--- src/rtl/z80_wb_bus_master.sv ---
// rtl/z80_wb_bus_master.sv - Z80 memory bus to pipelined Wishbone initiator
// Syncs the async Z80 strobes, issues one Wishbone transfer per Z80 cycle and holds WAIT until ack or timeout.
module z80_wb_bus_master #(
  parameter int ADDR_WIDTH     = 16,
  parameter int DATA_WIDTH     = 8,
  parameter int TIMEOUT_CYCLES = 64,
  parameter int TIMEOUT_WIDTH  = 7,
  parameter logic [DATA_WIDTH-1:0] ERROR_DATA = 8'hFF
) (
  input  logic                  i_clk,
  input  logic                  i_reset,
  input  logic                  i_z80_mreq_n,
  input  logic                  i_z80_rd_n,
  input  logic                  i_z80_wr_n,
  input  logic [ADDR_WIDTH-1:0] i_z80_addr,
  input  logic [DATA_WIDTH-1:0] i_z80_data,
  output logic [DATA_WIDTH-1:0] o_z80_data,
  output logic                  o_z80_data_oe,
  output logic                  o_z80_wait_n,
  output logic                  o_wb_cyc,
  output logic                  o_wb_stb,
  output logic                  o_wb_we,
  output logic [ADDR_WIDTH-1:0] o_wb_addr,
  output logic [DATA_WIDTH-1:0] o_wb_data,
  input  logic                  i_wb_ack,
  input  logic                  i_wb_stall,
  input  logic [DATA_WIDTH-1:0] i_wb_data,
  output logic                  o_bus_error
);

  typedef enum logic [1:0] {IDLE, REQ, ACK, HOLD} state_t;

  localparam logic [TIMEOUT_WIDTH-1:0] TIMEOUT_LAST = TIMEOUT_WIDTH'(TIMEOUT_CYCLES - 1);

  logic [1:0]            mreq_sync, rd_sync, wr_sync;
  logic [ADDR_WIDTH-1:0] addr_p1, addr_p2;
  logic [DATA_WIDTH-1:0] data_p1, data_p2;
  logic [1:0]            fill;
  state_t                state;
  logic                  armed;
  logic [TIMEOUT_WIDTH-1:0] tcount;

  logic mreq_s, rd_s, wr_s, fill_done, request, finish_ok, timed_out;

  assign mreq_s    = mreq_sync[1];
  assign rd_s      = rd_sync[1];
  assign wr_s      = wr_sync[1];
  assign fill_done = (fill == 2'd2);
  assign request   = !mreq_s && (rd_s != wr_s);
  assign timed_out = (tcount == TIMEOUT_LAST);
  assign finish_ok = i_wb_ack && ((state == ACK) || (state == REQ && !i_wb_stall));

  // The fill counter keeps the reset value of the synchronisers from looking like a real MREQ_n high.
  always_ff @(posedge i_clk) begin
    if (i_reset) begin
      mreq_sync <= 2'b11;
      rd_sync   <= 2'b11;
      wr_sync   <= 2'b11;
      addr_p1   <= '0;
      addr_p2   <= '0;
      data_p1   <= '0;
      data_p2   <= '0;
      fill      <= 2'd0;
    end else begin
      mreq_sync <= {mreq_sync[0], i_z80_mreq_n};
      rd_sync   <= {rd_sync[0], i_z80_rd_n};
      wr_sync   <= {wr_sync[0], i_z80_wr_n};
      addr_p1   <= i_z80_addr;
      addr_p2   <= addr_p1;
      data_p1   <= i_z80_data;
      data_p2   <= data_p1;
      if (!fill_done) fill <= fill + 2'd1;
    end
  end

  always_ff @(posedge i_clk) begin
    if (i_reset) begin
      state         <= IDLE;
      armed         <= 1'b0;
      tcount        <= '0;
      o_wb_cyc      <= 1'b0;
      o_wb_stb      <= 1'b0;
      o_wb_we       <= 1'b0;
      o_wb_addr     <= '0;
      o_wb_data     <= '0;
      o_z80_data    <= '0;
      o_z80_data_oe <= 1'b0;
      o_z80_wait_n  <= 1'b1;
      o_bus_error   <= 1'b0;
    end else begin
      o_bus_error <= 1'b0;
      case (state)
        IDLE: begin
          if (mreq_s && fill_done) armed <= 1'b1;
          if (request && armed) begin
            o_wb_we      <= !wr_s;
            o_wb_addr    <= addr_p2;
            o_wb_data    <= data_p2;
            o_wb_cyc     <= 1'b1;
            o_wb_stb     <= 1'b1;
            o_z80_wait_n <= 1'b0;
            armed        <= 1'b0;
            tcount       <= '0;
            state        <= REQ;
          end
        end
        REQ, ACK: begin
          if (state == REQ && !i_wb_stall) begin
            o_wb_stb <= 1'b0;
            state    <= ACK;
          end
          // A late ack on the timeout cycle still counts as a normal completion.
          if (finish_ok) begin
            o_wb_cyc     <= 1'b0;
            o_wb_stb     <= 1'b0;
            o_z80_wait_n <= 1'b1;
            if (!o_wb_we) begin
              o_z80_data    <= i_wb_data;
              o_z80_data_oe <= 1'b1;
            end
            state <= HOLD;
          end else if (timed_out) begin
            o_wb_cyc     <= 1'b0;
            o_wb_stb     <= 1'b0;
            o_z80_wait_n <= 1'b1;
            o_bus_error  <= 1'b1;
            if (!o_wb_we) begin
              o_z80_data    <= ERROR_DATA;
              o_z80_data_oe <= 1'b1;
            end
            state <= HOLD;
          end else begin
            tcount <= tcount + 1'b1;
          end
        end
        HOLD: begin
          if (mreq_s) begin
            o_z80_data_oe <= 1'b0;
            armed         <= 1'b1;
            state         <= IDLE;
          end
        end
        default: state <= IDLE;
      endcase
    end
  end

endmodule

--- config.mk ---
export PLATFORM = sky130hd
export DESIGN_NAME = z80_wb_bus_master
export DESIGN_NICKNAME = d
export VERILOG_FILES = /design/src/rtl/z80_wb_bus_master.sv
export SDC_FILE = /design/constraint.sdc
export NUM_CORES = 1
export LEC_CHECK = 0
export CAP_MARGIN = 10
export CORE_ASPECT_RATIO = 1.25
export CORE_MARGIN = 2
export CORE_UTILIZATION = 53
export DETAILED_ROUTE_END_ITERATION = 8
export PLACE_DENSITY = 0.83
export SLEW_MARGIN = 20
export SYNTH_ARGS = -nofsm -noshare
export SYNTH_HDL_FRONTEND = slang
export SYNTH_SLANG_ARGS = --single-unit
--- constraint.sdc ---
create_clock -name i_clk -period 3.8 [get_ports i_clk]
set_input_delay 0.76 -clock i_clk [delete_from_list [all_inputs] [get_ports i_clk]]
set_output_delay 0.76 -clock i_clk [all_outputs]
set_load 0.05 [all_outputs]
Word-level counts from Yosys, hierarchy flattened
Index checks and enable logic that the tools add are counted.

storage, ports and cells
  bits in registers = 104
  logic and storage cells = 98

cells by class
  add/sub/neg operators = 2
  equality and inequality tests = 15
  mux-type cells = 36
  bitwise operators = 1
  reductions and logical operators = 24

operators by type and width
  cell                                                  number
  two-way mux 8 bit                                     4
  two-way mux 7 bit                                     3
  two-way mux 1 bit                                     17
  AND reduction 3 bit                                   5
  case mux 7 bit (2 select lines)                       1
  != test 2 bit (second input constant)                 6
  two-way mux 2 bit                                     5
  case mux 1 bit (2 select lines)                       5
  AND reduction 4 bit                                   2
  nonzero test 2 bit                                    4
  adder 7 x 1 -> 7 bit (second input constant)          1
  equality test 7 x 6 -> 1 bit (second input constant)  1
  equality test 2 bit (second input constant)           3
  != test 3 bit (second input constant)                 2
  case mux 2 bit (3 select lines)                       1
  logical AND 1 bit                                     5
  != test 4 bit (second input constant)                 1
  zero test 1 bit                                       3
  OR reduction 3 bit                                    1
  adder 2 x 1 -> 2 bit (second input constant)          1
  equality test 2 x 1 -> 1 bit (second input constant)  1
  zero test 2 bit                                       1
  AND reduction 2 bit                                   1
  OR reduction 2 bit                                    1
  3 further kinds                                       3

Longest topological paths before layout
Gate-level depths: netlist of the first run.

  word-level depth = 6
  gate-level depth with buffers = 8
  mapped depth without buffers = 7

Least setup slack after synthesis of the first run
Ideal clock, no wire load.

  kind = input to register
  start = in i_wb_stall
  end = reg tcount[5]
  setup time = 0.074 ns
  data arrival time = 1.892 ns
  setup slack = 1.833 ns
  cell stages on the path = 5
  cell sequence = nor2b_1 -> o21ai_1 -> nand2_1 -> or4_1 -> a31oi_1

between the ends
  cells in the longest elaborated chain, start to end = 6

RTL lines
  element                               line  text
  start, declared                       26    input logic i_wb_stall,
  zero test 1 bit                       51    assign finish_ok = i_wb_ack && ((state == ACK) || (state == REQ && !i_wb_stall));
  logical AND 1 bit                     51
  logical OR 1 bit                      51
  logical AND 1 bit                     51
  != test 2 bit (no source line)        n/a
  AND reduction 4 bit (no source line)  n/a
  end signal, assigned                  133   tcount <= tcount + 1'b1;
  end, declared                         41    logic [TIMEOUT_WIDTH-1:0] tcount;

Every way passes these cells.
A chain may end at the register's enable or synchronous reset.

Final worst setup path of the first run
  start = reg state[0]
  end = reg o_z80_data[1]

between the ends
  cells in the longest elaborated chain, start to end = 6

RTL lines
  element                                                               line    text
  start, declared                                                       39      state_t state;
  start signal, assigned                                                78      state <= IDLE;
  start signal, assigned                                                104     state <= REQ;
  start signal, assigned                                                110     state <= ACK;
  equality test 2 x 1 -> 1 bit                                          51, 92
  logical AND 1 bit                                                     51
  logical OR 1 bit                                                      51
  logical AND 1 bit                                                     51
  != test 2 bit (no source line) or nonzero test 2 bit (tied branches)  n/a
  AND reduction 4 bit (no source line)                                  n/a
  end signal, assigned                                                  118     o_z80_data <= i_wb_data;
  end, declared                                                         17      output logic [DATA_WIDTH-1:0] o_z80_data,

Several ways; a longest one is shown, not always the timed one.

==> results.toml, run 1 <==
[job]
maxCapViolations = 0

[synthesis]
synthesis.area_sq_mm = 0.003563
synth_edf_count = 0
synthFlopType = "dfxtp_1"
ys_ff_latch = 104
seq_area_frac_synth = 0.5843
synth_top_family_by_area = "simple AND/OR/NAND/NOR gates"
ys_types = 36
avgSynthCellArea_sq_um = 9.402
synth_mux_area_frac = 0
synth_compound_area_frac = 0.09796
synth_fp_nets = 424
synthAdderAreaFrac = 0.02107
synthArstFlopShare = 0
synthSimpleGateAreaFrac = 0.2605
synthDominantCellAreaShare = 0.5843
synthXorXnorAreaFrac = 0.007022
yosysTopAreaCell = "dfxtp_1"
yosys-top-cells-area = "dfxtp_1 (58%), nor2b_1 (9.0%), nand2_1 (6.2%)"
yosys_warnings = 0
synthCells = 379

[routing]
routedLengthMet1_mm = 2.909
wirelength_mm = 6.902
dr_total_vias = 2686
met3_length_um = 242
firstDrtPassIters = 4
drt-initial-drc-count = 229
post-route-drc-count = 0
postRouteAntennaNets = 0
wl_met2_mm = 3.587
post_drt_wl_per_cell_um = 12.81
highest_layer = "met4"
viasPerCell = 4.983

[sta]
drv_slew = 0
fin_crit_ns = 2.395
holdWs_ns = 0.4205
fin_skew_ns = 0.009222
rsz0062_at_grt = "no"
setup_viol = 0
worst_slew_pin_slew_ns = 1.038
fin_tns_setup_ns = 0
hold_viol = 0
fmax_mhz = 417.6
fin_crit_sh = 0.6302
max_slew_margin = 0.3075

[die]
die-area_sq_mm = 0.007400
num_rows = 33
io_pins = 77
die_y_um = 95.68
die_w_um = 77.34
start_util = 0.5462
coreArea_sq_mm = 0.006524

[worst_setup_path]
worstPathArrival_ns = 2.68
worstPathMaxFanout = 20
worstPathRequired_ns = 4.09
criticalPathCategory = "flop to flop"
reg2regPathDepth = 6
reg2reg_to = "o_z80_data[1]$_SDFFE_PP0P_"
end_kind = "flop"
r2r-start = "state[0]$_SDFFE_PP0P_"
r2r_setup_slack_ns = 1.41
cp-start-kind = "flop"

[cts]
clockRootBuffer = "clkbuf_8"
ctsHoldBuffers = 0
clock_sinks = 104
cts.path.max_buffers = 2
ctsHtreeMaxLevel = 3
cts_buffers = 9
clk_latency_ns = 0.36
post-cts-setup-buffers = 0
cts_resized = 0
clkTransAtPathRegs_ns = 0.10
cts_tree = "built"

[finish]
drive_gt1_frac = 0.06416
final_common_cell = "dfxtp_1"
n_fill_cell = 545
synthToLayoutAreaGrowth_pct = 28.58
stdcell_area_sq_mm = 0.004582
mostFrequentLayoutCells = "dfxtp_1 (104), clkdlybuf4s50_1 (75), nand2_1 (59)"
stdcell_count = 539
diodes = 0
nets = 492

[worst_hold_path]
hp-class = "flop to flop"
min_from = "mreq_sync[0]$_SDFF_PP1_"
whs_endpoint = "mreq_sync[1]$_SDFF_PP1_"
hold_path_depth = 1

[power_and_ir_drop]
finalPower_uw = 2178
leakagePower_uw = 0.001613
ir_drop_mv = 0.3088
p_per_area_mw_per_mm2 = 475.4

[placement]
numPortBuffers = 76
hpwlAfterDp_mm = 4.669
dp.cells = 523
place.gp.congestion = 0.7515
placed_area_sq_mm = 0.004377

[global_routing]
antenna_found_initial = 0
grt_usage = 0.1930
grt_pass1_vias = 2493
grt-ovfl-total = 0
grt_max_degree = 57
grt_first_pass_wirelength_mm = 11.20

[status]
status = "complete, no violations"
## final cells by class
| class | instances | area (sq um) | area share |
|---|---|---|---|
| clock buffer | 11 | 141.4 | 0.03086 |
| clock inverter | 5 | 63.81 | 0.01393 |
| inverter | 6 | 22.52 | 0.004915 |
| multi-input combinational | 248 | 1380 | 0.3012 |
| sequential | 104 | 2082 | 0.4544 |
| tap | 87 | 108.9 | 0.02376 |
| timing repair buffer | 78 | 783.3 | 0.1709 |
## sequential cells by signal, indices dropped and copies added, names as in the netlist, 2 cells and up
signal      cells
wr_sync         2
o_wb_addr      16
addr_p2        16
data_p1         8
addr_p1        16
o_z80_data      8
o_wb_data       8
mreq_sync       2
data_p2         8
fill            2
rd_sync         2
state           2
tcount          7
## metal layers
metal,GRT usage,vias to the layer above
met4,0.09970,0
met3,0.03220,14
met5,0,-
met2,0.3493,73
met1,0.2193,1215
li1,-,1384
## cell usage after synthesis (all sizes together) (2+ instances only)
| library cell | number |
|---|---|
| a21oi | 38 |
| or4 | 3 |
| xor2 | 2 |
| nand3 | 7 |
| nor3 | 19 |
| nor2b | 51 |
| nor3b | 2 |
| ha | 6 |
| a21o | 2 |
| nor4b | 3 |
| nor2 | 15 |
| o21ai | 5 |
| o211ai | 3 |
| a211oi | 2 |
| nand2 | 59 |
| and2 | 2 |
| and3 | 2 |
| clkbuf | 18 |
| or2 | 7 |
| inv | 6 |
| buf | 3 |
| nand2b | 5 |
| a31oi | 7 |
| dfxtp | 104 |
## power breakdown
part           switching (uW)  total (uW)  leakage, uW  internal (uW)
logic                     179         311     0.000663            132
registers                24.4        1170     0.000850           1150
clock network             370         697     0.000100            328
total                     573        2180      0.00161           1600
## through the flow
| step | setup WS, ns | utilization |
|---|---|---|
| 3_5_place_dp | 1.193 | 0.6709 |
| 5_1_grt | 1.146 | 0.7023 |
| 6_report | 1.405 | 0.7023 |
| 3_3_place_gp | 1.271 | 0.6709 |
| 4_1_cts | 1.406 | 0.7023 |
| 2_1_floorplan | 1.833 | - |
## cell families after synthesis
| logic type | after synthesis |
|---|---|
| XOR/XNOR | 2 |
| buffers and inverters | 27 |
| AND/OR/NAND/NOR | 179 |
| AO/OA/AOI/OAI | 61 |
| flip-flops | 104 |
| adder cells (fa/ha/maj) | 6 |
## critical path, cell delays in order (launching register included)
cell	delay [ns]
dfxtp_1	0.41
inv_1	0.09
ha_1	0.64
nand2b_1	0.32
a21oi_1	0.57
nor2_1	0.10
nor3_1	0.19
## how the worst max path moves through the flow
stage	start	endpoint	slack, ns	cells past startpoint
3_5_place_dp	i_wb_stall	tcount[5]$_SDFFE_PP0P_	1.19	7
6_report	state[0]$_SDFFE_PP0P_	o_z80_data[1]$_SDFFE_PP0P_	1.41	6
2_1_floorplan	i_wb_stall	tcount[5]$_SDFFE_PP0P_	1.83	5
5_1_grt	state[0]$_SDFFE_PP0P_	o_z80_data[3]$_SDFFE_PP0P_	1.15	6
4_1_cts	o_wb_we$_SDFFE_PP0P_	o_wb_we	1.41	1
3_3_place_gp	i_wb_stall	tcount[5]$_SDFFE_PP0P_	1.27	7
Power figures use the tool's default switching activity.
==> inputs of run 2 (changes only) <==
--- a/config.mk
+++ b/config.mk
@@ -8,9 +8,9 @@
 export CAP_MARGIN = 10
 export CORE_ASPECT_RATIO = 1.25
 export CORE_MARGIN = 2
-export CORE_UTILIZATION = 53
+export CORE_UTILIZATION = 45
 export DETAILED_ROUTE_END_ITERATION = 8
-export PLACE_DENSITY = 0.83
+export PLACE_DENSITY = 0.75
 export SLEW_MARGIN = 20
 export SYNTH_ARGS = -nofsm -noshare
 export SYNTH_HDL_FRONTEND = slang
==> constraint.sdc (replaced) <==
create_clock -name i_clk -period 1.9 [get_ports i_clk]
set_input_delay 0.38 -clock i_clk [delete_from_list [all_inputs] [get_ports i_clk]]
set_output_delay 0.38 -clock i_clk [all_outputs]
set_load 0.05 [all_outputs]
==> run 2 against run 1 <==
Net effect:
- clock power grew 97%
- global-route usage is 3.3 points lower
- first-iteration DRC count is 79% lower
- count of clock-buffer cells in the layout shrank 2
- core utilization decreased by 9.8 points
- sequential cell count unchanged
- worst setup slack worse by 1.3 ns
==> results.toml, run 2 (synthesized netlist as in run 1, its figures left out) <==
[sta]
setup_viol = 0
setup_ws_ns = 0.08038
fin_skew_ns = 0.01446
hold_viol = 0
fmax_mhz = 549.6
fin_tns_setup_ns = 0
max_slew_margin = 0.6553
drv_slew = 0
rsz0062_at_grt = "yes"
fin_crit_sh = 0.9577
fin_crit_ns = 1.820
worst_slew_pin_slew_ns = 0.5162

[worst_setup_path]
worstPathArrival_ns = 2.12
worstPathMaxFanout = 14
end_kind = "flop"
cp-start-kind = "flop"
criticalPathCategory = "flop to flop"
reg2regPathDepth = 6
worstPathRequired_ns = 2.20

[routing]
firstDrtPassIters = 4
dr_total_vias = 2741
postRouteAntennaNets = 0
wirelength_mm = 6.680
post_drt_wl_per_cell_um = 11.93
post-route-drc-count = 0
viasPerCell = 4.895
drt-initial-drc-count = 48

[finish]
synthToLayoutAreaGrowth_pct = 31.39
mostFrequentLayoutCells = "dfxtp_1 (101), nand2_1 (58), nor2b_1 (51)"
drive_gt1_frac = 0.1226
stdcell_area_sq_mm = 0.004682
diodes = 0
top_regs = "addr_p1 (16), addr_p2 (16), o_wb_addr (16)"
final_common_cell = "dfxtp_1"
final_util = 0.6043
stdcell_count = 560
nets = 505

[global_routing]
grt_usage = 0.1596
grt_max_degree = 51
antenna_found_initial = 0
grt_first_pass_wirelength_mm = 11.19
grt_pass1_vias = 2491
grt-ovfl-total = 0

[placement]
post-place-ws_ns = -0.06884
dp.cells = 544
numPortBuffers = 76
place.gp.congestion = 0.8337
hpwlAfterDp_mm = 4.493
placed_area_sq_mm = 0.004484

[power_and_ir_drop]
leakagePower_uw = 0.001898
p_per_area_mw_per_mm2 = 929.3
ir_drop_mv = 0.6001

[cts]
clk_latency_ns = 0.37
cts_tree = "built"
clockRootBuffer = "clkbuf_8"
cts.path.max_buffers = 2
cts_buffers = 9
clkTransAtPathRegs_ns = 0.11
post-cts-setup-buffers = 0
clock_sinks = 104
ctsHoldBuffers = 0
ctsHtreeMaxLevel = 3

[die]
num_rows = 36
io_pins = 77
die-area_sq_mm = 0.008651
die_w_um = 83.59
die_y_um = 103.5
start_util = 0.4599
coreArea_sq_mm = 0.007747

[job]
maxCapViolations = 0

[worst_hold_path]
hp-class = "flop to flop"
hold_path_depth = 1

[status]
status = "complete, no violations"
[run 2: changes by cell type in the layout (fill, tap and decap cells not counted), moves of 2 or more]
cell / before / now
buf_4: 1 / 20
clkdlybuf4s50_1: 75 / 37
dfxtp_1: 104 / 101
dfxtp_2: 0 / 3
dlygate4sd2_1: 0 / 28
dlymetal6s2s_1: 0 / 4
inv_8: 0 / 2
[run 2: worst max-delay path, stage by stage, from the launching register on]
cell,delay [ns]
dfxtp_2,0.36
ha_2,0.21
nor3b_2,0.20
a22oi_2,0.09
buf_4,0.19
or4_1,0.52
a31oi_1,0.18
[run 2: area by class of cell]
class                      count  area (sq um)
clock inverter                 7         81.33
inverter                       6         22.52
fill                         706          3065
multi-input combinational    248          1394
tap                           95         118.9
clock buffer                   9         123.9
sequential                   104          2086
timing repair buffer          91         855.8
[run 2: path summary, 6_finish.rpt]
kind / slack (ns) / endpoint / startpoint
setup / recovery: 0.08 / tcount[3]$_SDFFE_PP0P_ / state[0]$_SDFFE_PP0P_
hold / removal: 0.42 / mreq_sync[1]$_SDFF_PP1_ / mreq_sync[0]$_SDFF_PP1_
setup reg to reg: 0.08 / tcount[3]$_SDFFE_PP0P_ / state[0]$_SDFFE_PP0P_
hold reg to reg: 0.42 / mreq_sync[1]$_SDFF_PP1_ / mreq_sync[0]$_SDFF_PP1_
[run 2: layer usage]
| layer | vias up | GRT usage | wire length (um) |
|---|---|---|---|
| met1 | 1237 | 0.1886 | 2902 |
| li1 | 1419 | - | - |
| met5 | - | 0 | 0 |
| met3 | 11 | 0.04365 | 400 |
| met2 | 74 | 0.2769 | 3273 |
| met4 | 0 | 0.06700 | 103 |
[run 2: where the power goes]
part | switching, uW | internal [uW]
logic | 358 | 284
clock network | 834 | 535
registers | 48.6 | 2290
total | 1240 | 3110
[run 2: stage by stage]
step           total power [uW]  hold WS, ns
3_5_place_dp               3037       0.3982
5_1_grt                    4558       0.4321
6_report                   4351       0.4202
3_3_place_gp               3020       0.3969
2_1_floorplan              2803       0.3895
4_1_cts                    4384       0.4247
[run 2: repair_timing]
| action | 4_1_cts | 5_1_grt |
|---|---|---|
| pin swaps | 0 | 2 |
| gates resized for setup | 29 | 11 |
| gates cloned | 0 | 0 |
| setup endpoints to repair | 30 | 8 |
